==> config.mk <==
export PLATFORM = sky130hd
export DESIGN_NAME = pipeline_hazard_ctrl
export DESIGN_NICKNAME = d
export VERILOG_FILES = /design/src/rtl/pipeline_hazard_ctrl.sv
export SDC_FILE = /design/constraint.sdc
export NUM_CORES = 1
export LEC_CHECK = 0
export ABC_AREA = 1
export BUFFER_PORTS_ARGS = -buffer_cell sky130_fd_sc_hd__buf_2
export CAP_MARGIN = 40
export CORE_MARGIN = 10
export CORE_UTILIZATION = 48
export CTS_CLUSTER_DIAMETER = 120
export CTS_CLUSTER_SIZE = 24
export DETAILED_ROUTE_END_ITERATION = 7
export GPL_ROUTABILITY_DRIVEN = 0
export PLACE_DENSITY_LB_ADDON = 0.05
export SYNTH_ARGS = -nofsm -noshare
export SYNTH_HDL_FRONTEND = slang
export SYNTH_SLANG_ARGS = --single-unit
==> constraint.sdc <==
create_clock -name clk -period 2.1 [get_ports clk]
set_clock_uncertainty 0.2 [all_clocks]
set_input_delay 0.21 -clock clk [delete_from_list [all_inputs] [get_ports clk]]
set_output_delay 0.21 -clock clk [all_outputs]
set_load 0.01 [all_outputs]
==> src/rtl/pipeline_hazard_ctrl.sv <==
// pipeline_hazard_ctrl
// Stall/flush controller for the fetch -> decode -> execute pipeline.
// Handles load-use bubbles, taken-branch front-end flushes and
// multi-cycle vector-op freezes. All control state lives here.
// Optional build macro: HAZARD_PERF_CNT_EN adds the stall_cycles and
// flush_events performance counters.
module pipeline_hazard_ctrl #(
  parameter int REG_BITS            = 4,
  parameter int VCNT_BITS           = 4,
  parameter int BRANCH_FLUSH_CYCLES = 2
) (
  input  logic                 clk,
  input  logic                 reset,
  input  logic [REG_BITS-1:0]  id_rs1,
  input  logic [REG_BITS-1:0]  id_rs2,
  input  logic                 id_use_rs1,
  input  logic                 id_use_rs2,
  input  logic [REG_BITS-1:0]  ex_rd,
  input  logic                 ex_mem_read,
  input  logic                 ex_branch_taken,
  input  logic                 vec_start,
  input  logic [VCNT_BITS-1:0] vec_len,
  output logic                 fetch_en,
  output logic                 decode_en,
  output logic                 decode_flush,
  output logic                 execute_flush,
  output logic                 busy
`ifdef HAZARD_PERF_CNT_EN
  ,
  output logic [31:0]          stall_cycles,
  output logic [31:0]          flush_events
`endif
);

  localparam logic [1:0] RUN    = 2'd0;
  localparam logic [1:0] VSTALL = 2'd1;
  localparam logic [1:0] FLUSH  = 2'd2;

  // The branch cycle itself is flushed in RUN, so FLUSH covers the rest.
  localparam logic [VCNT_BITS-1:0] FLUSH_RELOAD = VCNT_BITS'(BRANCH_FLUSH_CYCLES - 1);
  localparam logic [VCNT_BITS-1:0] CNT_ONE      = VCNT_BITS'(1);
  localparam bit                   MULTI_FLUSH  = (BRANCH_FLUSH_CYCLES > 1);

  logic [1:0]           state_q, state_d;
  logic [VCNT_BITS-1:0] cnt_q, cnt_d;
  logic                 lu;
  logic                 fetch_en_c, decode_en_c, decode_flush_c, execute_flush_c;

  // Register 0 is an ordinary register for hazard purposes.
  assign lu = ex_mem_read &&
              ((id_use_rs1 && (id_rs1 == ex_rd)) ||
               (id_use_rs2 && (id_rs2 == ex_rd)));

  // Next-state, counter and raw control outputs from state and hazard inputs.
  always_comb begin
    state_d         = state_q;
    cnt_d           = cnt_q;
    fetch_en_c      = 1'b1;
    decode_en_c     = 1'b1;
    decode_flush_c  = 1'b0;
    execute_flush_c = 1'b0;
    case (state_q)
      RUN: begin
        if (ex_branch_taken) begin
          // Branch wins over any vector start or load-use in the same cycle.
          decode_flush_c  = 1'b1;
          execute_flush_c = 1'b1;
          if (MULTI_FLUSH) begin
            state_d = FLUSH;
            cnt_d   = FLUSH_RELOAD;
          end
        end else if (vec_start && (vec_len != '0)) begin
          // The start cycle is the first frozen cycle; VSTALL holds the
          // remaining vec_len-1, so a length of 1 never leaves RUN.
          fetch_en_c  = 1'b0;
          decode_en_c = 1'b0;
          if (vec_len != CNT_ONE) begin
            state_d = VSTALL;
            cnt_d   = vec_len - CNT_ONE;
          end
        end else if (lu) begin
          // One bubble: the load moves on next cycle and the hazard clears.
          fetch_en_c      = 1'b0;
          decode_en_c     = 1'b0;
          execute_flush_c = 1'b1;
        end
      end
      VSTALL: begin
        fetch_en_c  = 1'b0;
        decode_en_c = 1'b0;
        cnt_d       = cnt_q - CNT_ONE;
        if (cnt_q <= CNT_ONE) begin
          state_d = RUN;
        end
      end
      FLUSH: begin
        decode_flush_c = 1'b1;
        if (ex_branch_taken) begin
          // A fresh branch restarts the whole flush window.
          execute_flush_c = 1'b1;
          cnt_d           = FLUSH_RELOAD;
        end else begin
          cnt_d = cnt_q - CNT_ONE;
          if (cnt_q <= CNT_ONE) begin
            state_d = RUN;
          end
        end
      end
      default: begin
        state_d = RUN;
        cnt_d   = '0;
      end
    endcase
  end

  // Reset overrides the outputs combinationally so they react without a clock.
  always_comb begin
    fetch_en      = fetch_en_c;
    decode_en     = decode_en_c;
    decode_flush  = decode_flush_c;
    execute_flush = execute_flush_c;
    busy          = (state_q != RUN);
    if (!reset) begin
      fetch_en      = 1'b0;
      decode_en     = 1'b0;
      decode_flush  = 1'b1;
      execute_flush = 1'b1;
      busy          = 1'b0;
    end
  end

  // FSM state and shared down-counter.
  always_ff @(posedge clk or negedge reset) begin
    if (!reset) begin
      state_q <= RUN;
      cnt_q   <= '0;
    end else begin
      state_q <= state_d;
      cnt_q   <= cnt_d;
    end
  end

`ifdef HAZARD_PERF_CNT_EN
  logic [31:0] stall_cycles_q;
  logic [31:0] flush_events_q;
  logic        branch_accepted;

  // Branches are only ignored while the front end is frozen.
  assign branch_accepted = ex_branch_taken && (state_q != VSTALL);

  // Free-running, wrapping performance counters.
  always_ff @(posedge clk or negedge reset) begin
    if (!reset) begin
      stall_cycles_q <= '0;
      flush_events_q <= '0;
    end else begin
      if (!fetch_en) begin
        stall_cycles_q <= stall_cycles_q + 32'd1;
      end
      if (branch_accepted) begin
        flush_events_q <= flush_events_q + 32'd1;
      end
    end
  end

  assign stall_cycles = stall_cycles_q;
  assign flush_events = flush_events_q;
`endif

endmodule

==> run_results.csv, run 1 <==
group,metric,value,unit
die,dieArea,3530,um^2
clock_tree,h-tree-depth,1,
critical_path,r2r_cells,10,
die,die_y,59.5,um
min_path,hold_class,"in -> reg",
synthesis,syn_area,747,um^2
clock_tree,cts_buffers,3,
synthesis,synth_area_per_cell,6.28,um^2
synthesis,ys_ff_latch,6,
global_route,grt_start_max_net_pins,11,
job,cap_viol_max_count,0,
critical_path,path_delay_family,"flip-flops",
timing,finalSetupViolCount,0,
synthesis,synthSimpleGateAreaFrac,0.310,
route,avgRoutedWirePerCell,10.9,um
timing,fin_crit_sh,0.924,
synthesis,ys.flop_type,"dfrtp_1",
cells_and_area,area_delta_synth_final,24.5,%
die,num_rows,14,
synthesis,synth_top_family_by_area,"simple AND/OR/NAND/NOR gates",
critical_path,path_cells,"inv_1, ha_1, inv_2, nor2_4, a21oi_1, buf_2",
global_route,grt_use_total,0.108,
timing,hold_viol,0,
critical_path,cp.arrival,1530,ps
timing,worstMarginPinSlew,385,ps
die,coreArea,1490,um^2
global_route,grt_pass1_vias,796,
route,dr.pass1.iters,3,
critical_path,r2r_slack,400,ps
synthesis,syn_inst,119,
synthesis,synth_fa_ha_area_frac,0.134,
critical_path,path_buf_inv,3,
cells_and_area,finish.instance_area,930,um^2
power,p_leak,0.565,nW
global_route,grt_remaining_overflow,0,
critical_path,worstSetupPathType,"reg -> out",
critical_path,crit_required,1690,ps
die,ios,28,
critical_path,worstPathMaxFanout,5,
route,drt-initial-drc-count,15,
timing,fin_crit,1940,ps
route,antenna_left,0,
critical_path,end_kind,"output port",
min_path,min_path_cells,3,
global_route,antenna_found_initial,0,
cells_and_area,nNetsFinal,182,
clock_tree,cts_setup_buffers,0,
synthesis,synth_compound_area_frac,0.157,
clock_tree,clock_latency,250,ps
clock_tree,cts_tree,"yes",
place,dpl_cell_area,895,um^2
timing,fmax,515,MHz
route,num_vias,795,
place,place.port_buffers,27,
synthesis,syn-num-nets,150,
critical_path,slowest_delay,390,ps
route,drcViolationCount,0,
clock_tree,cts.clk_slew.worst_paths,50,ps
cells_and_area,n_antenna_cell,0,
clock_tree,cts.path.max_buffers,2,
synthesis,synth_warnings,0,
synthesis,synthMuxAreaShare,0,
timing,hold_slack,110,ps
synthesis,synth_cell_types,23,
place,detailed_place_hpwl,1590,um
global_route,grt_pass1_wl,3130,um
power,ir_drop,0.000616,V
die,die_w,59.5,um
clock_tree,cts_sinks,6,
synthesis,async_reset_ff_frac,1.00,
synthesis,synth-xor-area-share,0.0469,
clock_tree,root_buffer,"clkbuf_4",
cells_and_area,num-fill-cells,150,
cells_and_area,layout-drive-gt1-share,0.282,
critical_path,slowest_stage,"dfrtp_1",
synthesis,synth_edf_count,0,
timing,maxSlewHeadroom,0.740,
timing,maxSlewViolCount,0,
synthesis,ys_seq_area_frac,0.201,
timing,tns,0,ps
route,routed_wl,1800,um
critical_path,startpoint_type,"flop",
critical_path,cp.depth,6,
status,status,"completed",
timing,rsz0062_at_grt,"false",
route,via_per_inst,4.82,
power,power_density,906,nW/um^2
die,initial_core_util,0.502,
==> cell usage in the layout, fill, tap and decap left out, types with 3 or more instances in the layout <==
cell type,synthesis,routed
ha_1,8,8
o22ai_1,3,3
nand3_1,6,6
o21ai_0,5,5
nor2_1,13,13
buf_2,0,27
clkbuf_4,0,3
dfrtp_1,6,6
inv_1,24,24
a21oi_1,4,4
nand2_1,29,28
inv_2,4,4
o21ai_1,3,3
==> cell families (layout without fill, tap and decap cells) <==
group	Yosys count	count (layout)
compound gates	19	19
xor+xnor	4	4
fa+ha+maj	8	8
buf+inv	29	59
flops	6	6
simple gates	53	53
==> power breakdown <==
part	internal, mW	switching, mW	leakage (nW)
registers	0.165	0.0383	0.0764
logic	0.212	0.320	0.475
clock network	0.0647	0.0420	0.0138
==> per-layer routing <==
| layer | up-vias | part of all wire | GRT usage |
|---|---|---|---|
| met5 | - | 0 | 0 |
| met2 | 16 | 0.51 | 0.186 |
| met4 | 0 | 0.0033 | 0.0197 |
| met3 | 2 | 0.069 | 0.0429 |
| li1 | 426 | - | - |
| met1 | 351 | 0.42 | 0.123 |
==> worst min-delay path, cell delays in order <==
cell,delay (ps)
buf_2,140
nand2_2,100
o21ai_1,70
==> state kept, by name, indices dropped and copies added, names as in the netlist <==
signal	count
cnt_q	4
state_q	2
==> area by class of cell <==
cell class,count,area (um^2),share of cell area
clock buffer,3,22.5,0.0242
inverter,28,105,0.113
multi-input combinational,84,487,0.524
sequential,6,150,0.162
tap,16,20.0,0.0215
timing repair buffer,28,145,0.156
==> synth_stat cells, types with 2 or more instances <==
| master | count | area [um^2] |
|---|---|---|
| inv_1 | 24 | 90.1 |
| nand3_1 | 6 | 30.0 |
| nor2_1 | 13 | 48.8 |
| nand2_1 | 29 | 109 |
| xor2_1 | 2 | 17.5 |
| inv_2 | 4 | 15.0 |
| a21oi_1 | 4 | 20.0 |
| xnor2_1 | 2 | 17.5 |
| dfrtp_1 | 6 | 150 |
| o21ai_0 | 5 | 25.0 |
| ha_1 | 8 | 100 |
| o21ai_1 | 3 | 15.0 |
| o22ai_1 | 3 | 18.8 |
==> per-stage QoR <==
stage,setup WS (ps),power [mW],util,instances
after floorplan,451,0.598,-,119
after global placement,476,0.725,0.601,161
after detailed placement,431,0.732,0.601,161
after CTS,180,0.847,0.623,165
after global routing,33.8,0.951,0.624,165
final,160,0.842,0.624,165
==> worst paths after layout <==
path	startpoint	end
min in group asynchronous	reset	state_q[1]
max reg2reg	state_q[0]	cnt_q[3]
min	ex_branch_taken	state_q[1]
max	state_q[0]	decode_en
min reg2reg	state_q[0]	state_q[0]
max in group asynchronous	reset	cnt_q[2]
==> timing repair <==
| action | CTS | global route |
|---|---|---|
| hold buffers | 1 | 0 |
| endpoints found under the setup margin | 0 | 1 |
| endpoints found under the hold margin | 6 | 0 |
| gates resized for setup | 0 | 1 |
Note: power is estimated with default switching activity, not from simulation.
==> inputs of run 2 (changes only) <==
--- a/config.mk
+++ b/config.mk
@@ -9,7 +9,7 @@
 export BUFFER_PORTS_ARGS = -buffer_cell sky130_fd_sc_hd__buf_2
 export CAP_MARGIN = 40
 export CORE_MARGIN = 10
-export CORE_UTILIZATION = 48
+export CORE_UTILIZATION = 35
 export CTS_CLUSTER_DIAMETER = 120
 export CTS_CLUSTER_SIZE = 24
 export DETAILED_ROUTE_END_ITERATION = 7
==> run 2 against run 1 <==
  * Flip-flop and latch count is the same
  * Power shrank 0.59%
  * Register-to-register slack is essentially flat
  * Critical path type unchanged
  * Highest routed layer is now met3
==> run_results.csv, run 2 (synthesis results as in run 1) <==
group,metric,value,unit
status,status,"completed",
global_route,grt_use_total,0.0869,
clock_tree,cts.path.max_buffers,2,
place,dp.cells,172,
critical_path,end_kind,"output port",
timing,maxSlewHeadroom,0.730,
critical_path,worstSetupPathType,"reg -> out",
cells_and_area,layout-drive-gt1-share,0.275,
power,p_leak,0.564,nW
global_route,antenna_found_initial,0,
critical_path,reg2reg_to,"cnt_q[3]",
cells_and_area,finish.instance_area,941,um^2
die,ios,28,
power,finalPower,0.837,mW
route,antenna_left,0,
die,die_y,66.2,um
timing,maxSlewViolCount,0,
cells_and_area,nNetsFinal,182,
die,dieArea,4380,um^2
timing,worstMarginPinSlew,401,ps
cells_and_area,final_cell_mix,"29 x nand2_1, 27 x buf_2, 24 x inv_1, 13 x nor2_1, 8 x ha_1",
cells_and_area,finalNonFillerCells,176,
cells_and_area,area_delta_synth_final,26.0,%
clock_tree,cts_tree,"yes",
route,num_vias,781,
timing,tns,0,ps
timing,fin_crit,1930,ps
timing,fin_crit_sh,0.917,
critical_path,startpoint_type,"flop",
critical_path,rr_startpoint,"state_q[0]",
global_route,grt_pass1_wl,3080,um
critical_path,crit_required,1690,ps
route,routed_wl,1830,um
die,coreArea,2000,um^2
clock_tree,root_buffer,"clkbuf_4",
clock_tree,cts.clk_slew.worst_paths,40,ps
global_route,grt_pass1_vias,694,
job,cap_viol_max_count,0,
critical_path,worstPathMaxFanout,5,
route,via_per_inst,4.44,
cells_and_area,top_regs,"cnt_q x4, state_q x2",
clock_tree,cts_buffers,3,
critical_path,crit_start,"state_q[0]",
cells_and_area,largest_reg_flops,4,
place,detailed_place_hpwl,1610,um
route,drcViolationCount,0,
timing,finalSetupViolCount,0,
critical_path,cp.arrival,1520,ps
cells_and_area,num-fill-cells,220,
timing,rsz0062_at_grt,"false",
place,dpl_cell_area,908,um^2
clock_tree,h-tree-depth,1,
min_path,hold_class,"in -> async",
timing,hold_slack,144,ps
critical_path,cp-endpoint,"execute_flush",
die,num_rows,16,
place,place.port_buffers,27,
cells_and_area,n_antenna_cell,0,
clock_tree,cts_resized,0,
critical_path,r2r_slack,390,ps
clock_tree,clock_latency,240,ps
critical_path,r2r_cells,10,
power,power_density,890,nW/um^2
die,die_w,66.2,um
route,drt-initial-drc-count,26,
route,avgRoutedWirePerCell,10.4,um
power,ir_drop,0.000461,V
timing,hold_viol,0,
die,initial_core_util,0.373,
clock_tree,cts_sinks,6,
cells_and_area,top_register,"cnt_q",
timing,fmax,519,MHz
global_route,grt_start_max_net_pins,11,
global_route,grt_remaining_overflow,0,
route,dr.pass1.iters,4,
cells_and_area,final_common_cell,"nand2_1",
[run 2: cell counts in the layout (fill, tap and decap cells not counted)]
No cell type changed its count.
[run 2: what timing repair did]
item,CTS,global route
endpoints found under the setup margin,0,0
hold endpoints to repair,6,0
hold buffers,1,0
setup buffers,0,0
[run 2: worst max-delay path, cell delays in order, from the launching register on]
cell	delay [ps]
dfrtp_1	400
inv_1	80
ha_1	260
nand2_1	160
nand2_1	70
nor2_1	80
o21ai_0	80
buf_2	150
[run 2: cell type report]
cell class                 instances  area [um^2]  share of cell area
timing repair buffer              28          145               0.154
sequential                         6          150               0.160
multi-input combinational         84          484               0.515
inverter                          28          105               0.112
tap                               27         33.8              0.0359
clock buffer                       3         22.5              0.0239
[run 2: worst min-delay path by stage]
stage               slack (ps)            start         end
floorplan                 -290            reset    cnt_q[0]
global placement          -130            reset  state_q[0]
detailed placement        -130            reset  state_q[1]
CTS                        140  ex_branch_taken  state_q[0]
global route               150            reset  state_q[1]
finish                     140            reset  state_q[1]
[run 2: metal layers]
layer / wire length, um / vias up / GRT usage
met5: 0 / - / 0
met3: 188 / 0 / 0.0441
met2: 763 / 28 / 0.121
met4: 0 / 0 / 0.0157
li1: - / 430 / -
met1: 877 / 323 / 0.117
[run 2: stage by stage]
step	setup slack [ps]	util
after CTS	167	0.470
after global placement	398	0.454
final	174	0.470
after global routing	56.3	0.470
after floorplan	451	-
after detailed placement	417	0.454
[run 2: power by group]
group          total, mW  switching (mW)  internal (mW)
clock              0.102          0.0377         0.0644
combinational      0.534           0.326          0.208
sequential         0.201          0.0365          0.165
==> inputs of run 3 (changes only) <==
--- a/config.mk
+++ b/config.mk
@@ -7,9 +7,11 @@
 export LEC_CHECK = 0
 export ABC_AREA = 1
 export BUFFER_PORTS_ARGS = -buffer_cell sky130_fd_sc_hd__buf_2
-export CAP_MARGIN = 40
+export CAP_MARGIN = 5
+export CELL_PAD_IN_SITES_DETAIL_PLACEMENT = 0
+export CELL_PAD_IN_SITES_GLOBAL_PLACEMENT = 1
 export CORE_MARGIN = 10
-export CORE_UTILIZATION = 35
+export CORE_UTILIZATION = 34
 export CTS_CLUSTER_DIAMETER = 120
 export CTS_CLUSTER_SIZE = 24
 export DETAILED_ROUTE_END_ITERATION = 7
==> constraint.sdc (replaced) <==
create_clock -name clk -period 2.4 [get_ports clk]
set_clock_uncertainty 0.2 [all_clocks]
set_input_delay 0.24 -clock clk [delete_from_list [all_inputs] [get_ports clk]]
set_output_delay 0.24 -clock clk [all_outputs]
set_load 0.01 [all_outputs]
==> run 3 against run 2 <==
  * Sequential share of layout area unchanged
  * Register-to-register slack improved by 350 ps
  * Sequential power decreased by 10%
  * Die area increased by 2.0%
  * Critical path depth decreased by 1
  * Power decreased by 13%
  * Global-route usage decreased by 0.46 points
  * Critical path type unchanged
  * Highest routed layer is now met4
==> run_results.csv, run 3 (synthesis results as in run 1) <==
group,metric,value,unit
status,status,"completed",
critical_path,rr_startpoint,"state_q[0]",
die,die_w,66.9,um
timing,maxSlewHeadroom,0.759,
place,dp.cells,172,
cells_and_area,final_common_cell,"nand2_1",
cells_and_area,final_cell_mix,"29 x nand2_1, 27 x buf_2, 24 x inv_1, 13 x nor2_1, 8 x ha_1",
clock_tree,h-tree-depth,1,
route,dr.pass1.iters,4,
job,cap_viol_max_count,0,
cells_and_area,finalNonFillerCells,176,
clock_tree,cts_setup_buffers,0,
die,ios,28,
power,ir_drop,0.000433,V
timing,finalSetupViolCount,0,
clock_tree,root_buffer,"clkbuf_4",
global_route,grt_pass1_vias,669,
route,drcViolationCount,0,
clock_tree,cts_sinks,6,
timing,setup_ws,444,ps
clock_tree,cts_buffers,3,
die,coreArea,2020,um^2
cells_and_area,n_antenna_cell,0,
critical_path,r2r_cells,10,
cells_and_area,top_regs,"cnt_q x4, state_q x2",
place,dpl_cell_area,908,um^2
cells_and_area,nNetsFinal,182,
critical_path,crit_required,1960,ps
die,die_y,66.9,um
route,routed_wl,1870,um
place,detailed_place_hpwl,1650,um
place,place.port_buffers,27,
clock_tree,cts.clk_slew.worst_paths,40,ps
timing,hold_viol,0,
critical_path,worstPathMaxFanout,5,
timing,fmax,511,MHz
global_route,grt_use_total,0.0823,
power,finalPower,0.732,mW
timing,rsz0062_at_grt,"false",
clock_tree,cts_tree,"yes",
route,drt-initial-drc-count,28,
route,via_per_inst,4.36,
timing,tns,0,ps
critical_path,startpoint_type,"flop",
power,power_density,778,nW/um^2
cells_and_area,top_register,"cnt_q",
route,num_vias,767,
place,dpl_worst_slack,704,ps
timing,fin_crit,1960,ps
critical_path,r2r_slack,740,ps
global_route,grt_start_max_net_pins,11,
cells_and_area,area_delta_synth_final,26.0,%
cells_and_area,largest_reg_flops,4,
critical_path,end_kind,"output port",
global_route,antenna_found_initial,0,
clock_tree,cts.path.max_buffers,2,
clock_tree,cts_resized,0,
min_path,hold_class,"in -> async",
critical_path,worstSetupPathType,"reg -> out",
clock_tree,clock_latency,250,ps
critical_path,reg2reg_to,"cnt_q[3]",
die,initial_core_util,0.369,
route,antenna_left,0,
timing,maxSlewViolCount,0,
die,num_rows,16,
cells_and_area,finish.instance_area,941,um^2
clock_tree,postCtsHoldBufs,1,
timing,worstMarginPinSlew,358,ps
die,dieArea,4470,um^2
timing,fin_crit_sh,0.815,
power,p_leak,0.564,nW
route,avgRoutedWirePerCell,10.6,um
cells_and_area,layout-drive-gt1-share,0.275,
global_route,grt_remaining_overflow,0,
global_route,grt_pass1_wl,2900,um
critical_path,cp.arrival,1520,ps
==> run 3: cell counts in the layout (fill, tap and decap cells not counted) <==
No cell type changed its count.
==> run 3: power breakdown <==
part           internal (mW)  switching [mW]  leakage (nW)
Clock                 0.0565          0.0353        0.0138
Sequential             0.144          0.0358        0.0764
Combinational          0.182           0.278         0.474
Total                  0.383           0.349         0.564
==> run 3: per-stage QoR <==
stage           util  hold slack (ps)
4_1_cts        0.465              171
2_1_floorplan      -             -256
3_5_place_dp   0.449            -97.1
5_1_grt        0.465              196
3_3_place_gp   0.449             -101
6_report       0.465              178
==> run 3: area by class of cell <==
class                   instances  area (um^2)
well taps                      27         33.8
multi-input cells              84          484
inverters                      28          105
flip-flops and latches          6          150
clock buffers                   3         22.5
fillers                       228         1080
repair buffers                 28          145
==> run 3: worst max-delay path, cell delays in order (launching register included) <==
cell and delay, ps:
dfrtp_1 400, inv_1 80, ha_1 270, inv_2 100, nor2_4 50, a21oi_1 210
buf_2 170
==> run 3: worst max path at each step <==
stage	start	end	slack, ps	cells past startpoint
after floorplan	state_q[0]	fetch_en	720	6
after detailed placement	state_q[0]	decode_en	700	6
after global placement	vec_len[0]	decode_en	730	8
after CTS	state_q[0]	decode_en	440	6
final	state_q[0]	decode_en	440	6
after global routing	state_q[0]	decode_en	340	6
==> run 3: per-layer routing <==
layer  vias to the layer above  share of wire  wire length (um)  track usage
met5                         -              0                 0            0
li1                        429              -                 -            -
met4                         0          0.017                31       0.0308
met1                       314           0.48               903        0.106
met3                         5          0.088               165       0.0418
met2                        19           0.41               773        0.113
